--- config.mk ---
export PLATFORM = sky130hd
export DESIGN_NAME = friscv_dispensador_n
export DESIGN_NICKNAME = d
export VERILOG_FILES = /design/src/rtl/friscv_dispensador_n.sv
export SDC_FILE = /design/constraint.sdc
export NUM_CORES = 1
export LEC_CHECK = 0
export CORE_MARGIN = 1
export CORE_UTILIZATION = 25
export CTS_CLUSTER_SIZE = 40
export DETAILED_ROUTE_END_ITERATION = 10
export SYNTH_ARGS = -nofsm -noshare
export SYNTH_HDL_FRONTEND = slang
export SYNTH_SLANG_ARGS = --single-unit
--- constraint.sdc ---
create_clock -name clock_i -period 2.9 [get_ports clock_i]
set_clock_uncertainty 0.05 [all_clocks]
set_input_delay 0.58 -clock clock_i [delete_from_list [all_inputs] [get_ports clock_i]]
set_output_delay 0.58 -clock clock_i [all_outputs]
set_load 0.05 [all_outputs]
--- src/rtl/friscv_dispensador_n.sv ---
// friscv_dispensador_n: N-flavour pour controller with ultrasonic cup-presence checks.
// Define FRISCV_CONTADOR_DOSES_EN to add saturating per-flavour completed-pour counters (contagem_o).
module friscv_dispensador_n #(
  parameter int          N_SUCOS   = 4,
  parameter int          T_DOSE    = 50000000,
  parameter logic [11:0] DIST_MAX  = 12'h010,
  parameter int          T_REMEDIR = 5000000,
  parameter int          T_TIMEOUT = 250000000
) (
  input  logic               clock_i,
  input  logic               reset_i,
  input  logic               liga_i,
  input  logic [N_SUCOS-1:0] pedido_i,
  input  logic               medida_pronta_i,
  input  logic [11:0]        medida_i,
  output logic               inicia_medida_o,
  output logic [N_SUCOS-1:0] ativa_bomba_o,
  output logic               ocupado_o,
  output logic               erro_o,
  output logic [3:0]         db_estado_o,
  output logic [2:0]         db_sabor_o
`ifdef FRISCV_CONTADOR_DOSES_EN
  ,
  output logic [8*N_SUCOS-1:0] contagem_o
`endif
);

  localparam int DW = $clog2(T_DOSE + 1);
  localparam int RW = $clog2(T_REMEDIR + 1);
  localparam int TW = $clog2(T_TIMEOUT + 1);
  localparam logic [DW-1:0] DOSE_LAST = DW'(T_DOSE - 1);
  localparam logic [RW-1:0] REM_LAST  = RW'(T_REMEDIR - 1);
  localparam logic [TW-1:0] TMO_LAST  = TW'(T_TIMEOUT - 1);

  typedef enum logic [3:0] {
    DESLIGADO = 4'd0,
    OCIOSO    = 4'd1,
    MEDE      = 4'd2,
    ESPERA    = 4'd3,
    DESPEJA   = 4'd4,
    REMEDE    = 4'd5,
    PAUSA     = 4'd6,
    ABORTA    = 4'd7,
    FIM       = 4'd8
  } estado_t;

  estado_t            state_q, state_d;
  logic [2:0]         sabor_q, sabor_d, sel_s;
  logic               erro_q, erro_d;
  logic               inicia_q, inicia_d;
  logic               ocupado_q, ocupado_d;
  logic [N_SUCOS-1:0] ativa_q, ativa_d;
  logic [DW-1:0]      dose_q, dose_d;
  logic [RW-1:0]      rem_q, rem_d;
  logic [TW-1:0]      tmo_q, tmo_d;
  logic               presente_s, fim_dose_s;

  assign presente_s = (medida_i <= DIST_MAX);
  assign fim_dose_s = (dose_q == DOSE_LAST);

  // Lowest requested index wins; higher simultaneous requests are dropped.
  always_comb begin
    sel_s = 3'd0;
    for (int i = N_SUCOS - 1; i >= 0; i--) begin
      if (pedido_i[i]) begin
        sel_s = 3'(i);
      end
    end
  end

  always_comb begin
    state_d  = state_q;
    sabor_d  = sabor_q;
    erro_d   = erro_q;
    inicia_d = 1'b0;
    dose_d   = dose_q;
    rem_d    = rem_q;
    tmo_d    = tmo_q;
    if (liga_i && state_q != DESLIGADO) begin
      state_d = DESLIGADO;
    end else begin
      case (state_q)
        DESLIGADO: if (liga_i) state_d = OCIOSO;
        OCIOSO: begin
          if (|pedido_i) begin
            sabor_d  = sel_s;
            erro_d   = 1'b0;
            dose_d   = '0;
            rem_d    = '0;
            tmo_d    = '0;
            inicia_d = 1'b1;
            state_d  = MEDE;
          end
        end
        MEDE: begin
          tmo_d   = tmo_q + TW'(1);
          state_d = ESPERA;
        end
        // A present cup beats the timeout; an absent reading only retries while time remains.
        ESPERA: begin
          tmo_d = tmo_q + TW'(1);
          if (medida_pronta_i && presente_s) begin
            rem_d   = '0;
            state_d = DESPEJA;
          end else if (tmo_q >= TMO_LAST) begin
            erro_d  = 1'b1;
            state_d = ABORTA;
          end else if (medida_pronta_i) begin
            inicia_d = 1'b1;
            state_d  = MEDE;
          end
        end
        DESPEJA: begin
          dose_d = dose_q + DW'(1);
          if (fim_dose_s) begin
            state_d = FIM;
          end else if (rem_q == REM_LAST) begin
            rem_d    = '0;
            inicia_d = 1'b1;
            state_d  = REMEDE;
          end else begin
            rem_d = rem_q + RW'(1);
          end
        end
        REMEDE: begin
          dose_d = dose_q + DW'(1);
          if (fim_dose_s) begin
            state_d = FIM;
          end else if (medida_pronta_i && presente_s) begin
            rem_d   = '0;
            state_d = DESPEJA;
          end else if (medida_pronta_i) begin
            rem_d   = '0;
            tmo_d   = '0;
            state_d = PAUSA;
          end
        end
        // Dose count is held here so a resumed pour still totals T_DOSE pump cycles.
        PAUSA: begin
          tmo_d = tmo_q + TW'(1);
          if (medida_pronta_i && presente_s) begin
            rem_d   = '0;
            state_d = DESPEJA;
          end else if (tmo_q >= TMO_LAST) begin
            erro_d  = 1'b1;
            state_d = ABORTA;
          end else if (rem_q == REM_LAST) begin
            rem_d    = '0;
            inicia_d = 1'b1;
          end else begin
            rem_d = rem_q + RW'(1);
          end
        end
        ABORTA:  state_d = OCIOSO;
        FIM:     state_d = OCIOSO;
        default: state_d = DESLIGADO;
      endcase
    end
  end

  always_comb begin
    ativa_d = '0;
    for (int i = 0; i < N_SUCOS; i++) begin
      ativa_d[i] = ((state_d == DESPEJA) || (state_d == REMEDE)) && (sabor_d == 3'(i));
    end
    ocupado_d = (state_d != DESLIGADO) && (state_d != OCIOSO);
  end

  always_ff @(posedge clock_i) begin
    if (reset_i) begin
      state_q   <= DESLIGADO;
      sabor_q   <= 3'd0;
      erro_q    <= 1'b0;
      inicia_q  <= 1'b0;
      ocupado_q <= 1'b0;
      ativa_q   <= '0;
      dose_q    <= '0;
      rem_q     <= '0;
      tmo_q     <= '0;
    end else begin
      state_q   <= state_d;
      sabor_q   <= sabor_d;
      erro_q    <= erro_d;
      inicia_q  <= inicia_d;
      ocupado_q <= ocupado_d;
      ativa_q   <= ativa_d;
      dose_q    <= dose_d;
      rem_q     <= rem_d;
      tmo_q     <= tmo_d;
    end
  end

  assign inicia_medida_o = inicia_q;
  assign ativa_bomba_o   = ativa_q;
  assign ocupado_o       = ocupado_q;
  assign erro_o          = erro_q;
  assign db_estado_o     = state_q;
  assign db_sabor_o      = sabor_q;

`ifdef FRISCV_CONTADOR_DOSES_EN
  logic [7:0] cnt_q [N_SUCOS];
  logic       fim_entra_s;

  assign fim_entra_s = (state_d == FIM) && (state_q != FIM);

  always_ff @(posedge clock_i) begin
    if (reset_i) begin
      for (int i = 0; i < N_SUCOS; i++) begin
        cnt_q[i] <= 8'd0;
      end
    end else begin
      for (int i = 0; i < N_SUCOS; i++) begin
        if (fim_entra_s && sabor_q == 3'(i) && cnt_q[i] != 8'hFF) begin
          cnt_q[i] <= cnt_q[i] + 8'd1;
        end
      end
    end
  end

  always_comb begin
    contagem_o = '0;
    for (int i = 0; i < N_SUCOS; i++) begin
      contagem_o[8*i +: 8] = cnt_q[i];
    end
  end
`endif

endmodule
# == Word-level counts from Yosys, hierarchy flattened ==
# Index checks and enable logic that the tools add are counted.
# classes
n_addsub,3
n_lt_le_gt_ge,2
eq_ne,26
mux,51
n_bitwise,1
reduce_logical,26
# op_table
cell,count
two-way mux 23 bit,9
one-hot mux 23 bit (5 select lines),1
two-way mux 28 bit,4
one-hot mux 28 bit (3 select lines),1
two-way mux 4 bit,13
one-hot mux 26 bit (2 select lines),1
one-hot mux 4 bit (8 select lines),1
"adder 28 x 1 -> 28 bit, second input constant",1
"greater-or-equal comparator 28 bit, second input constant",1
"adder 26 x 1 -> 26 bit, second input constant",1
"equality test 26 bit, second input constant",1
two-way mux 26 bit,1
"equality test 4 x 3 -> 1 bit, second input constant",6
"adder 23 x 1 -> 23 bit, second input constant",1
"equality test 23 bit, second input constant",1
two-way mux 3 bit,6
"!= test 2 bit, second input constant",7
"<= comparator 12 x 5 -> 1 bit, second input constant",1
two-way mux 1 bit,11
"equality test 4 x 2 -> 1 bit, second input constant",2
AND reduction 8 bit,1
nonzero test 4 bit,2
OR reduction 2 bit,4
logical AND 1 bit,7
22 further kinds,25
# totals
ff_bits,91
in_bits,20
wordCells,118

# == Depth between registers and ports, before layout ==
# logic_depth
depth_word,9
mapped_depth,9
ltp_nobuf,8

# == Worst setup path before layout ==
# OpenSTA, ideal clock, no wires.
# synth_path
path_kind,reg2reg
start,"register state_q[2], in the netlist db_estado_o[2]"
end,register rem_q[12]
setup_ns,0.114
t_arrival_ns,2.532
setup_slack_ns,0.204
stages_incl_launch_ff,9
n_path_buf,2
synth_period_minus_slack_ns,2.696
path_cell_list,dfxtp_1 -> buf_2 -> nor3b_1 -> or4b_2 -> o211ai_1 -> buf_2 -> nor3_1 -> and3_1 -> a21o_1
# synth_via
elab_chain_cells,4
elab_cells_between_ends,17
cone_classes,eq/ne (11); mux (1); bitwise (1); reduce/logical (4)
# synth_rtl
item,line_no,rtl
from (decl),47,"estado_t state_q, state_d;"
from (signal assigned),181,state_q <= state_d;
"parallel branches: the longest is 4 deep, another holds AND reduction 8 bit",--,
to (signal assigned),188,rem_q <= rem_d;
to (decl),54,"logic [RW-1:0] rem_q, rem_d;"
# Several ways; the timed one is not identified.
# A chain may end at the register's enable or synchronous reset.

# == Worst setup path after layout ==
# layout_path
start,input port medida_i[1]
end,register rem_q[15]
# layout_via
elab_chain_cells,5
elab_cells_between_ends,10
cone_classes,order compare (1); eq/ne (3); mux (4); reduce/logical (2)
# layout_rtl
item,line_no,rtl
from (decl),15,"input logic [11:0] medida_i,"
<= comparator 12 x 5 -> 1 bit *,58,assign presente_s = (medida_i <= DIST_MAX);
logical AND 1 bit *,"102, 129, 141",
two-way mux 23 bit,129,end else if (medida_pronta_i && presente_s) begin
two-way mux 23 bit,127,if (fim_dose_s) begin
one-hot mux 23 bit (5 select lines),82,case (state_q)
# Mark *: on every way between the ends. The rest lies on a longest branch, timed or not. The select of a mux whose other input is x is not followed.

==> flow_summary.toml <==
[run_status]
status = "finished with violations"
violations = "DRC"

[synth]
synth_warnings = 0
synth_edf_count = 0
avgSynthCellArea_um2 = 8.11
netlist.area_leader.share_pct = 39.1
synthCells = 575
synth.distinct_cells = 56
synth_fp_nets = 598
synthTopCellsByArea = "dfxtp_1 39%, nor2_1 7.3%, xnor2_1 6.6%"
yosys.area.top_type = "dfxtp_1"
synth_area_um2 = 4660
synth_seq_area_share_pct = 39.1
yosys_most_used_dff = "dfxtp_1"
ys_ff_latch = 91
async_flop_share_pct = 0

[timing]
finalHoldViolCount = 0
finalCritPeriodShare_pct = 94.8
max_slew_margin_pct = 63.3
finalMaxSlewViolations = 0
setup_viol = 0
rsz0062_at_grt = "false"
post-route-min-period_ps = 2750
fmax_ghz = 0.364
max_slew.worst_pin.slew_ps = 548

[place]
gp_congestion = 0.795
place_area_um2 = 5570
hpwl_um = 7940
port_buffers = 33

[floorplanning]
ios = 34
coreArea_um2 = 18100
rows = 49
die_x_um = 139
die_y_um = 139
die-area_um2 = 19200
start_util_pct = 25.7

[worst_setup_path]
path_cells = "clkdlybuf4s50_1 -> o41ai_1 -> buf_4 -> and3_1 -> and2_1 -> a2111oi_4 -> or3_4 -> or4_1 -> a21oi_1"
worst-path-buf-inv = 2
slowest_delay_ps = 440
worstPathMaxFanout = 7
cpLargestDelayFamily = "simple AND/OR/NAND/NOR gates"
worstPathRequired_ps = 3140
crit_start = "medida_i[1]"
critPathCaptureType = "register"
cp-start-kind = "primary input"
reg2reg_from = "tmo_q[3]$_SDFFE_PP0P_"
cp.arrival_ps = 2990
cp_slowest_cell = "or3_4"
crit_type = "primary input to register"

[run]
cap_violations = 0

[clock_tree]
clock-root-buffer = "clkbuf_16"
clkSlewWorstSetupHoldPaths_ps = 70
insertion_delay_ps = 350
cts_sinks = 91
numCtsBuffers = 9
cts_resized = 0
holdBufCountCts = 0
clockBufferDepth = 2
cts_tree = "yes"
htreeDepth = 3
post_cts_buffers = 0

[global_routing]
grt_start_max_net_pins = 28
groute.usage.overall_pct = 11.9
grt_pass1_wl_um = 18300
grt_pass1_vias = 3616
grt-ovfl-total = 0
antenna_found_initial = 0

[finish]
design_area_um2 = 5880
fillers = 1925
diodes = 0
drive_gt1_share_pct = 11.7
finish.net_count = 665
area_growth_pct = 26.2

[pwr]
peakVddDrop_mv = 0.296
total_power_mw = 2.77
power_leakage_nw = 1.87
powerDensity_nw_per_um2 = 472

[drt]
drc = 6
first_iter_violations = 383
vias = 4191
first_pass_iters = 8
post_drt_wl_per_cell_um = 12.8
detail_route.wirelength_um = 11200
vias_per_cell = 4.78
final_antenna_net_count = 0

[hold_path]
holdCritPathClass = "register to register"
hp-start = "rem_q[1]$_SDFFE_PP0P_"
==> where the power goes <==
part	leakage [nW]	internal, mW	total (mW)	switching [mW]
clock network	0.138	0.672	1.20	0.528
registers	0.733	1.26	1.27	0.0143
logic	1.00	0.132	0.301	0.169
total	1.87	2.06	2.77	0.711
==> layout make-up <==
class | instances | area (um2) | area share (%)
clock inverter | 7 | 75.1 | 1.28
clock buffer | 9 | 225 | 3.83
multi-input combinational | 452 | 2730 | 46.4
tap | 229 | 287 | 4.87
timing repair buffer | 76 | 703 | 11.9
sequential | 91 | 1820 | 31.0
inverter | 12 | 45.0 | 0.765
==> metal layers <==
layer	vias up	GRT usage [%]	part of all wire (%)
met4	0	5.85	2.0
li1	2206	-	-
met3	11	2.24	3.6
met1	1904	17.1	53
met5	-	0	0
met2	70	16.9	41
==> cell usage in the layout (no fill, tap or decap), types with 3 or more instances in the layout <==
master,synthesis,routed
buf_4,0,39
o31ai_1,4,4
xnor2_1,35,35
o211ai_1,7,7
a21o_1,3,3
o21ai_0,21,21
clkbuf_16,0,9
clkdlybuf4s50_1,0,33
or4_1,6,6
nand4_1,12,12
xor2_1,17,17
clkinvlp_4,0,3
or2_2,7,7
o21a_1,3,3
ha_1,3,3
nand3_1,27,27
nor2b_1,4,4
inv_1,12,12
buf_12,0,4
nand2_1,47,47
nor3_1,28,28
and4_1,8,8
nor3b_1,3,3
a21oi_1,28,28
and2_1,4,4
or3_1,21,20
nor2_1,91,91
dfxtp_1,91,91
nor4_1,14,13
and3_1,7,7
nand2b_1,6,6
nor4b_1,12,12
==> cells by family (layout without fill, tap and decap cells) <==
logic type / count (synthesis) / count (layout) / share of synthesized area, %
buffers and inverters: 32 / 104 / 2.66
and+or+nand+nor: 304 / 304 / 33.7
AOI/OAI and AO/OA: 91 / 91 / 13.6
xor gates and xnor gates: 52 / 52 / 9.77
DFF: 91 / 91 / 39.1
muxes: 1 / 1 / 0.215
adders and majority gates: 4 / 4 / 1.02
==> stage by stage <==
stage / utilization [%] / hold WS, ps / instances / setup slack (ps) / TNS [ps]
5_1_grt: 32.4 / 480 / 876 / 24.4 / 0
2_1_floorplan: - / 408 / 575 / 204 / 0
3_3_place_gp: 30.7 / 423 / 860 / -226 / -1190
3_5_place_dp: 30.7 / 438 / 860 / -276 / -1960
4_1_cts: 32.4 / 450 / 876 / 92.8 / 0
6_report: 32.4 / 447 / 876 / 152 / 0
==> state kept, by name (all words and copies together) (netlist names) <==
name             cells
inicia_medida_o      1
rem_q               23
tmo_q               28
ocupado_o            1
db_sabor_o           3
db_estado_o          4
dose_q              26
ativa_bomba_o        4
erro_o               1
==> final timing paths <==
| check | end | slack (ps) | cells past startpoint |
|---|---|---|---|
| min | rem_q[1]$_SDFFE_PP0P_ | 450 | 2 |
| min reg2reg | rem_q[1]$_SDFFE_PP0P_ | 450 | 2 |
| max | rem_q[15]$_SDFFE_PP0P_ | 150 | 9 |
| max reg2reg | rem_q[11]$_SDFFE_PP0P_ | 320 | 9 |
==> worst min-delay path, cell delays in order (launching register included) <==
cell	delay [ps]
dfxtp_1	330
nand2_1	60
a21oi_1	50
==> synthesized netlist by cell type (4+ instances only) <==
library cell   n
o211ai_1       7
and2_1         4
nor3_1        28
xor2_1        17
or3_1         21
and4_1         8
a21oi_1       28
nand4_1       12
or2_2          7
o21ai_0       21
and3_1         7
nor2_1        91
xnor2_1       35
nand3_1       27
nand2b_1       6
dfxtp_1       91
or4_1          6
clkbuf_1      15
nor2b_1        4
nor4b_1       12
inv_1         12
o31ai_1        4
nand2_1       47
nor4_1        14
No activity file was read; power rests on OpenSTA's default activity.
